--- src/rtl/cmd_seq_pkg.sv ---
// Shared types and constants for the Knight's Tour command sequence player.
package cmd_seq_pkg;

  // Player FSM states
  typedef enum logic [2:0] {
    IDLE,
    ISSUE,
    WAIT_SENT,
    WAIT_RESP,
    NEXT,
    DONE,
    ERR
  } state_t;

  // Reason reported on err_code
  typedef enum logic [1:0] {
    E_NONE,
    E_NAK,
    E_TIMEOUT,
    E_ABORT
  } err_code_t;

  // Tour opcodes (top nibble of a command)
  localparam logic [3:0] CMD_OP_START_CAL = 4'h2;
  localparam logic [3:0] CMD_OP_MOVE      = 4'h4;

  // Move headings (middle byte of a move command)
  localparam logic [7:0] HEAD_NORTH = 8'h00;
  localparam logic [7:0] HEAD_WEST  = 8'h3F;
  localparam logic [7:0] HEAD_SOUTH = 8'h7F;
  localparam logic [7:0] HEAD_EAST  = 8'hBF;

  // Positive response from RemoteComm
  localparam logic [7:0] DEFAULT_ACK = 8'hA5;

  // Build a move command from a heading and a square count
  function automatic logic [15:0] mk_move(input logic [7:0] heading, input logic [3:0] sqrs);
    return {CMD_OP_MOVE, heading, sqrs};
  endfunction

endpackage

--- src/rtl/cmd_seq_player_if.sv ---
// RemoteComm link between the sequence player (master) and RemoteComm (slave).
// Handshake: the master holds cmd stable and pulses send_cmd for one cycle;
// the slave answers with a one-cycle cmd_sent when transmission is finished,
// then a one-cycle resp_rdy with resp valid in that same cycle. There is no
// back-pressure: a resp_rdy the master is not waiting for is dropped.
interface cmd_seq_player_if #(
  parameter int CMD_W  = 16,
  parameter int RESP_W = 8
);
  logic [CMD_W-1:0]  cmd;
  logic              send_cmd;
  logic              cmd_sent;
  logic              resp_rdy;
  logic [RESP_W-1:0] resp;

  modport master (output cmd, output send_cmd, input cmd_sent, input resp_rdy, input resp);
  modport slave  (input cmd, input send_cmd, output cmd_sent, output resp_rdy, output resp);
endinterface

--- src/rtl/cmd_seq_mem.sv ---
// Command slot storage: one synchronous write port, one asynchronous read port.
// Contents are deliberately not reset.
module cmd_seq_mem #(
  parameter int DEPTH = 16,
  parameter int CMD_W = 16,
  localparam int AW = $clog2(DEPTH)
) (
  input  logic             clk_i,
  input  logic             we_i,
  input  logic [AW-1:0]    waddr_i,
  input  logic [CMD_W-1:0] wdata_i,
  input  logic [AW-1:0]    raddr_i,
  output logic [CMD_W-1:0] rdata_o
);
  logic [CMD_W-1:0] mem_q [DEPTH];

  // Write one slot per cycle when enabled
  always_ff @(posedge clk_i) begin
    if (we_i) mem_q[waddr_i] <= wdata_i;
  end

  assign rdata_o = mem_q[raddr_i];
endmodule

--- src/rtl/cmd_seq_player.sv ---
// Plays a programmed list of tour commands through RemoteComm, checking each
// response against ACK, with repeat passes, response timeout and abort.
module cmd_seq_player
  import cmd_seq_pkg::*;
#(
  parameter int                DEPTH   = 16,
  parameter int                CMD_W   = 16,
  parameter int                RESP_W  = 8,
  parameter logic [RESP_W-1:0] ACK     = DEFAULT_ACK,
  parameter int                LOOP_W  = 4,
  parameter int                TO_W    = 24,
  parameter logic [TO_W-1:0]   TIMEOUT = 24'hFF_FFFF,
  localparam int AW = $clog2(DEPTH),
  localparam int LW = $clog2(DEPTH + 1)
) (
  input  logic              clk,
  input  logic              rst_n,
  input  logic              wr_en,
  input  logic [AW-1:0]     wr_addr,
  input  logic [CMD_W-1:0]  wr_data,
  input  logic [LW-1:0]     seq_len,
  input  logic [LOOP_W-1:0] loops,
  input  logic              start,
  input  logic              abort,
  cmd_seq_player_if.master  rc,
  output logic              busy,
  output logic              done,
  output logic              err,
  output logic [1:0]        err_code,
  output logic [AW-1:0]     cur_idx,
  output logic [LOOP_W-1:0] loop_cnt,
  output state_t            state_dbg
);

  state_t            state_q;
  err_code_t         err_code_q;
  logic [CMD_W-1:0]  cmd_q;
  logic              send_q;
  logic              done_q;
  logic              err_q;
  logic [AW-1:0]     idx_q;
  logic [LOOP_W-1:0] loop_q;
  logic [LOOP_W-1:0] loops_q;
  logic [LW-1:0]     len_q;
  logic [TO_W-1:0]   to_q;

  logic [AW-1:0]     rd_addr;
  logic [CMD_W-1:0]  rd_data;
  logic              last_slot;
  logic              more_loops;
  logic [LOOP_W:0]   loop_next_ext;
  logic [TO_W-1:0]   to_next;
  logic              to_hit;
  logic              resp_ok;

  // Writes are only accepted while idle so a running sequence cannot change
  cmd_seq_mem #(.DEPTH(DEPTH), .CMD_W(CMD_W)) u_mem (
    .clk_i   (clk),
    .we_i    (wr_en && (state_q == IDLE)),
    .waddr_i (wr_addr),
    .wdata_i (wr_data),
    .raddr_i (rd_addr),
    .rdata_o (rd_data)
  );

  // Sequencing helpers; rd_addr points at the slot the next ISSUE will load
  always_comb begin
    last_slot     = (LW'(idx_q) + LW'(1)) >= len_q;
    loop_next_ext = {1'b0, loop_q} + (LOOP_W + 1)'(1);
    more_loops    = (loops_q == '0) || (loop_next_ext < {1'b0, loops_q});
    rd_addr       = ((state_q == NEXT) && !last_slot) ? idx_q + AW'(1) : '0;
    to_next       = to_q + TO_W'(1);
    to_hit        = (TIMEOUT != '0) && (to_next == TIMEOUT);
    resp_ok       = (rc.resp == ACK);
  end

  // Player FSM; err/err_code are registered on the edge that detects the
  // failure so err rises exactly when the fault is seen, ERR then drops busy
  always_ff @(posedge clk or negedge rst_n) begin
    if (!rst_n) begin
      state_q    <= IDLE;
      err_code_q <= E_NONE;
      cmd_q      <= '0;
      send_q     <= 1'b0;
      done_q     <= 1'b0;
      err_q      <= 1'b0;
      idx_q      <= '0;
      loop_q     <= '0;
      loops_q    <= '0;
      len_q      <= '0;
      to_q       <= '0;
    end else begin
      send_q <= 1'b0;
      if (abort && (state_q != IDLE)) begin
        state_q    <= IDLE;
        err_q      <= 1'b1;
        err_code_q <= E_ABORT;
      end else begin
        case (state_q)
          IDLE: begin
            if (start && !abort) begin
              done_q     <= 1'b0;
              err_q      <= 1'b0;
              err_code_q <= E_NONE;
              idx_q      <= '0;
              loop_q     <= '0;
              len_q      <= seq_len;
              loops_q    <= loops;
              if (seq_len == '0) begin
                done_q <= 1'b1;
              end else if (seq_len > LW'(DEPTH)) begin
                done_q     <= 1'b1;
                err_q      <= 1'b1;
                err_code_q <= E_NAK;
              end else begin
                state_q <= ISSUE;
                cmd_q   <= rd_data;
                send_q  <= 1'b1;
              end
            end
          end
          ISSUE: state_q <= WAIT_SENT;
          WAIT_SENT: begin
            if (rc.cmd_sent) begin
              to_q <= '0;
              if (rc.resp_rdy && resp_ok) begin
                state_q <= NEXT;
              end else if (rc.resp_rdy) begin
                state_q    <= ERR;
                err_q      <= 1'b1;
                err_code_q <= E_NAK;
              end else begin
                state_q <= WAIT_RESP;
              end
            end
          end
          WAIT_RESP: begin
            to_q <= to_next;
            if (rc.resp_rdy && resp_ok) begin
              state_q <= NEXT;
            end else if (rc.resp_rdy) begin
              state_q    <= ERR;
              err_q      <= 1'b1;
              err_code_q <= E_NAK;
            end else if (to_hit) begin
              state_q    <= ERR;
              err_q      <= 1'b1;
              err_code_q <= E_TIMEOUT;
            end
          end
          NEXT: begin
            if (!last_slot) begin
              idx_q   <= idx_q + AW'(1);
              state_q <= ISSUE;
              cmd_q   <= rd_data;
              send_q  <= 1'b1;
            end else begin
              loop_q <= loop_q + LOOP_W'(1);
              if (more_loops) begin
                idx_q   <= '0;
                state_q <= ISSUE;
                cmd_q   <= rd_data;
                send_q  <= 1'b1;
              end else begin
                state_q <= DONE;
              end
            end
          end
          DONE: begin
            done_q  <= 1'b1;
            state_q <= IDLE;
          end
          ERR:     state_q <= IDLE;
          default: state_q <= IDLE;
        endcase
      end
    end
  end

  assign rc.cmd      = cmd_q;
  assign rc.send_cmd = send_q;
  assign busy        = (state_q != IDLE);
  assign done        = done_q;
  assign err         = err_q;
  assign err_code    = err_code_q;
  assign cur_idx     = idx_q;
  assign loop_cnt    = loop_q;
  assign state_dbg   = state_q;

endmodule

--- src/flat_wrapper.sv ---
// flat-port wrapper written by rule: the top's interface ports become plain ports
module cmd_seq_player_flat import cmd_seq_pkg::*;
#(
  parameter int                DEPTH   = 16,
  parameter int                CMD_W   = 16,
  parameter int                RESP_W  = 8,
  parameter logic [RESP_W-1:0] ACK     = DEFAULT_ACK,
  parameter int                LOOP_W  = 4,
  parameter int                TO_W    = 24,
  parameter logic [TO_W-1:0]   TIMEOUT = 24'hFF_FFFF,
  localparam int AW = $clog2(DEPTH),
  localparam int LW = $clog2(DEPTH + 1)
)
  (clk, rst_n, wr_en, wr_addr, wr_data, seq_len, loops, start, abort, busy, done, err, err_code, cur_idx, loop_cnt, state_dbg, rc_cmd, rc_send_cmd, rc_cmd_sent, rc_resp_rdy, rc_resp);
  cmd_seq_player_if #(.CMD_W(CMD_W), .RESP_W(RESP_W)) rc_i ();
  input  logic clk;
  input  logic rst_n;
  input  logic wr_en;
  input  logic [AW-1:0] wr_addr;
  input  logic [CMD_W-1:0] wr_data;
  input  logic [LW-1:0] seq_len;
  input  logic [LOOP_W-1:0] loops;
  input  logic start;
  input  logic abort;
  output logic busy;
  output logic done;
  output logic err;
  output logic [1:0] err_code;
  output logic [AW-1:0] cur_idx;
  output logic [LOOP_W-1:0] loop_cnt;
  output state_t state_dbg;
  output wire logic [$bits(rc_i.cmd)-1:0] rc_cmd;
  output wire logic [$bits(rc_i.send_cmd)-1:0] rc_send_cmd;
  input wire logic [$bits(rc_i.cmd_sent)-1:0] rc_cmd_sent;
  input wire logic [$bits(rc_i.resp_rdy)-1:0] rc_resp_rdy;
  input wire logic [$bits(rc_i.resp)-1:0] rc_resp;
  assign rc_cmd = rc_i.cmd;
  assign rc_send_cmd = rc_i.send_cmd;
  assign rc_i.cmd_sent = rc_cmd_sent;
  assign rc_i.resp_rdy = rc_resp_rdy;
  assign rc_i.resp = rc_resp;
  cmd_seq_player #(.DEPTH(DEPTH), .CMD_W(CMD_W), .RESP_W(RESP_W), .ACK(ACK), .LOOP_W(LOOP_W), .TO_W(TO_W), .TIMEOUT(TIMEOUT)) u_core (.clk(clk), .rst_n(rst_n), .wr_en(wr_en), .wr_addr(wr_addr), .wr_data(wr_data), .seq_len(seq_len), .loops(loops), .start(start), .abort(abort), .rc(rc_i), .busy(busy), .done(done), .err(err), .err_code(err_code), .cur_idx(cur_idx), .loop_cnt(loop_cnt), .state_dbg(state_dbg));
endmodule
--- config.mk ---
export PLATFORM = sky130hd
export DESIGN_NAME = cmd_seq_player_flat
export DESIGN_NICKNAME = d
export VERILOG_FILES = /design/src/rtl/cmd_seq_pkg.sv /design/src/rtl/cmd_seq_player_if.sv /design/src/rtl/cmd_seq_mem.sv /design/src/rtl/cmd_seq_player.sv /design/src/flat_wrapper.sv
export SDC_FILE = /design/constraint.sdc
export NUM_CORES = 1
export LEC_CHECK = 0
export ABC_AREA = 0
export BUFFER_PORTS_ARGS = -buffer_cell sky130_fd_sc_hd__buf_2
export CORE_MARGIN = 3
export CORE_UTILIZATION = 50
export DETAILED_ROUTE_END_ITERATION = 7
export GPL_ROUTABILITY_DRIVEN = 1
export PLACE_DENSITY = 0.77
export REMOVE_ABC_BUFFERS = 1
export SLEW_MARGIN = 25
export SYNTH_ARGS = -nofsm -noshare
export SYNTH_HDL_FRONTEND = slang
export SYNTH_SLANG_ARGS = --single-unit
--- constraint.sdc ---
create_clock -name clk -period 7.28 [get_ports clk]
set_clock_uncertainty 0.05 [all_clocks]
set_input_delay 0 -clock clk [delete_from_list [all_inputs] [get_ports clk]]
set_output_delay 0 -clock clk [all_outputs]
set_load 0.01 [all_outputs]
==> summary.txt <==
Drt
  – First drt pass iteration count: 5
  – Vias per inst: 6.081
  – Post-route DRC: 0
  – Metal2 WL: 16.94 mm
  – Met3 wire len: ~2.8 mm
  – Routed wire per std cell: 21.55 µm
  – Via count: approximately 10000
  – Wl on met1: 15.08 mm
  – Routed WL: between 30 and 40 mm
  – ANT nets after route: 0
  – Highest metal used: met4
  – Drt initial violations: about 1400

Floorplanning
  – Die ar.: 0.03068 mm²
  – Boundary pin count: just under 80
  – Initial core utilization: 51.08%
  – Core area: 0.02801 mm²
  – Die Wd: 175.2 µm
  – Die Ht: between 150 and 200 µm
  – Cell Rows: roughly 60

Critical path
  – CP Capture Type: flop
  – Startpoint types: flop
  – Crit path DAT: around 5.3 ns
  – R2r setup slk: around 2.2 ns
  – Worst setup path category: flop to flop
  – Worst reg2reg path depth: 12
  – RR Startpoint: u_core.cur_idx[0]
  – WP data required: 7.59 ns
  – Crit Reg-Reg Endpoint: u_core.rc.cmd[0]
  – Worst Path Max Fanout: 85

CTS
  – CTS tree: done
  – Htree depth: 2
  – Post-CTS setup buffer count: 0
  – Clk pin slew, worst setup/hold paths: 0.07 ns
  – Clock Tree Buf Depth: 3
  – Clock latency on the worst-skew pair: 0.51 ns
  – Root buf cell: clkbuf_16
  – CTS buffer count: 35
  – PostCTS Resize Cnt: 0
  – Cts hold-fix bufs: 37
  – Clock sinks: 321

Outcome
  – Status: finished, final reports clean

Global route
  – Grt ovf: 0
  – Vias in the first global route: about 9700
  – Initial antenna violation count: 0
  – Largest net degree at the start of global routing: 86
  – First-pass GRT wire length: around 55 mm
  – Overall fraction of global-route tracks in use: 22.90%

Synthesis
  – Synth Flop Type: edfxtp_1
  – Ys Warns: 0
  – Async SR Flop Fraction: 20.25%
  – Mapped cell area: 0.01431 mm²
  – Post-synthesis sequential area ratio: 65.10%
  – Mapped Cells: around 1200
  – Synth Area per Inst: 12.38 µm²
  – Yosys reg bits: 321
  – Unique cell type count in the Yosys netlist: 71
  – Post-synth EDFFs: 256

Timing
  – Final-report hold violation count: 0
  – RSZ-0062 raised after global routing: no
  – Fin. max-slew vios: 0
  – Worst Tran Pin Value: 1.040 ns
  – Setup violations, final: 0
  – Worst hold margin: 0.06249 ns
  – F_max: 0.1988 GHz
  – Max_slew headroom: between 30% and 40%
  – Minimum clock period after layout: 5.030 ns
  – Tcrit/Tclk final: 69.10%

Power
  – Pleak: 5.836 nW
  – Peak supply drop: 211.3 µV
  – PwrDens: 283.9 mW/mm²
  – Tot Pwr: 4.725 mW

Run
  – Max Cap Viol: 0

Worst hold path
  – Worst Min Path Start: rc_resp[0]
  – Hold EP: u_core.err
  – Worst Hold Class: input port to flop
  – Min-Delay Path Depth: 7

Cells and area
  – Most common cell after layout, fill and taps aside: edfxtp_1
  – Layout cells sized above 1: 16.80%
  – Layout Nets: 1307
  – Diode count: 0
  – Commonest non-fill, non-tap cells in the layout: 256 x edfxtp_1, 96 x o21ai_0, 89 x nand2_1
  – Layout area overhead: 16.33%
  – Design area: 0.01664 mm²

Placed design
  – DP Area: 0.01506 mm²
  – Routability Congestion: 0.8395
  – DP Wirelength: 21.09 mm
  – IO Port Bufs: 76
## logic make-up after synthesis
family / after synthesis / synth area share (%)
AO/OA/AOI/OAI: 293 / 13.49
XOR/XNOR: 9 / 0.5510
adder cells (fa/ha/maj): 15 / 1.312
buffers and inverters: 111 / 3.253
flip-flops: 321 / 65.10
multiplexers: 36 / 2.781
AND/OR/NAND/NOR: 371 / 13.51
## report_power, final
part	internal [mW]	switching (mW)
clock network	1.11	0.714
logic	0.266	0.400
registers	2.11	0.130
## state kept, by name, summed over array words and instances, names as in the netlist, 3 cells and up
signal and cells:
u_core.state_dbg 3, u_core.len_q 5, u_core.rc.cmd 16, u_core.cur_idx 4, u_core.loop_cnt 4, u_core.loops_q 4, u_core.to_q 24, u_core.u_mem.mem_q 256
## per-stage QoR
step / setup WS [ns] / std cells / utilization, % / TNS, ns
after detailed placement: 2.272 / 1552 / 53.78 / 0
final: 2.250 / 1652 / 59.42 / 0
after global routing: 1.897 / 1652 / 59.42 / 0
after global placement: 2.514 / 1551 / 53.69 / 0
after CTS: 2.252 / 1652 / 59.39 / 0
after floorplan: -0.6155 / 1075 / - / -7.881
## worst max-delay path, cell delays in order (launching register included)
cell       delay [ns]
dfrtp_4          0.76
ha_1             0.37
xnor2_1          0.33
inv_1            0.38
ha_1             0.41
a21oi_1          0.16
o21ai_2          0.16
a21oi_4          0.14
buf_4            0.47
nand2_1          0.77
mux2i_1          0.29
a2111oi_0        0.47
a211oi_1         0.10
## how the worst max path moves through the flow
stage          slack, ns              start           endpoint
4_1_cts             2.25  u_core.cur_idx[0]   u_core.rc.cmd[0]
3_5_place_dp        2.27  u_core.cur_idx[0]   u_core.rc.cmd[0]
5_1_grt             1.90  u_core.cur_idx[0]   u_core.rc.cmd[3]
3_3_place_gp        2.51  u_core.cur_idx[0]   u_core.rc.cmd[2]
2_1_floorplan      -0.62  u_core.cur_idx[0]  u_core.rc.cmd[14]
6_report            2.25  u_core.cur_idx[0]   u_core.rc.cmd[0]
## Yosys cell counts (all sizes together), types with 4 or more instances
| cell type | n | area, µm² |
|---|---|---|
| a2111oi | 6 | 77.57 |
| a211oi | 6 | 50.05 |
| a21boi | 4 | 30.03 |
| a21o | 7 | 52.55 |
| a21oi | 59 | 295.3 |
| a221o | 11 | 110.1 |
| a221oi | 12 | 105.1 |
| a22oi | 29 | 217.7 |
| a31o | 5 | 43.79 |
| a31oi | 9 | 56.30 |
| and2 | 5 | 31.28 |
| and3 | 12 | 80.08 |
| and4 | 5 | 46.29 |
| buf | 26 | 145.1 |
| clkbuf | 55 | 207.7 |
| dfrtp | 65 | 1627 |
| edfxtp | 256 | 7687 |
| ha | 15 | 187.7 |
| inv | 30 | 112.6 |
| mux2 | 30 | 337.8 |
| mux2i | 6 | 60.06 |
| nand2 | 91 | 344.1 |
| nand2b | 14 | 87.58 |
| nand3 | 38 | 190.2 |
| nand3b | 5 | 37.54 |
| nand4 | 16 | 121.4 |
| nor2 | 80 | 300.3 |
| nor2b | 33 | 206.5 |
| nor3 | 37 | 185.2 |
| nor3b | 4 | 41.29 |
| nor4b | 10 | 87.58 |
| o211ai | 5 | 37.54 |
| o21ai | 99 | 499.2 |
| o221ai | 20 | 175.2 |
| o311ai | 7 | 61.31 |
| or3 | 7 | 43.79 |
| xnor2 | 6 | 52.55 |
## metal layers
layer  global-route usage, %  up-vias
li1                        -     4573
met1                   32.33     4929
met2                   36.95      479
met3                   3.803       65
met4                   6.582        0
met5                       0        -
## layout make-up
type,instances,area [µm²]
timing repair buffer,136,933.4
clock buffer,50,1002
sequential,321,9318
inverter,30,112.6
tap,378,473.0
clock inverter,13,197.7
multi-input combinational,724,4607
fill,2140,11370
No activity file was read; power rests on OpenSTA's default activity.
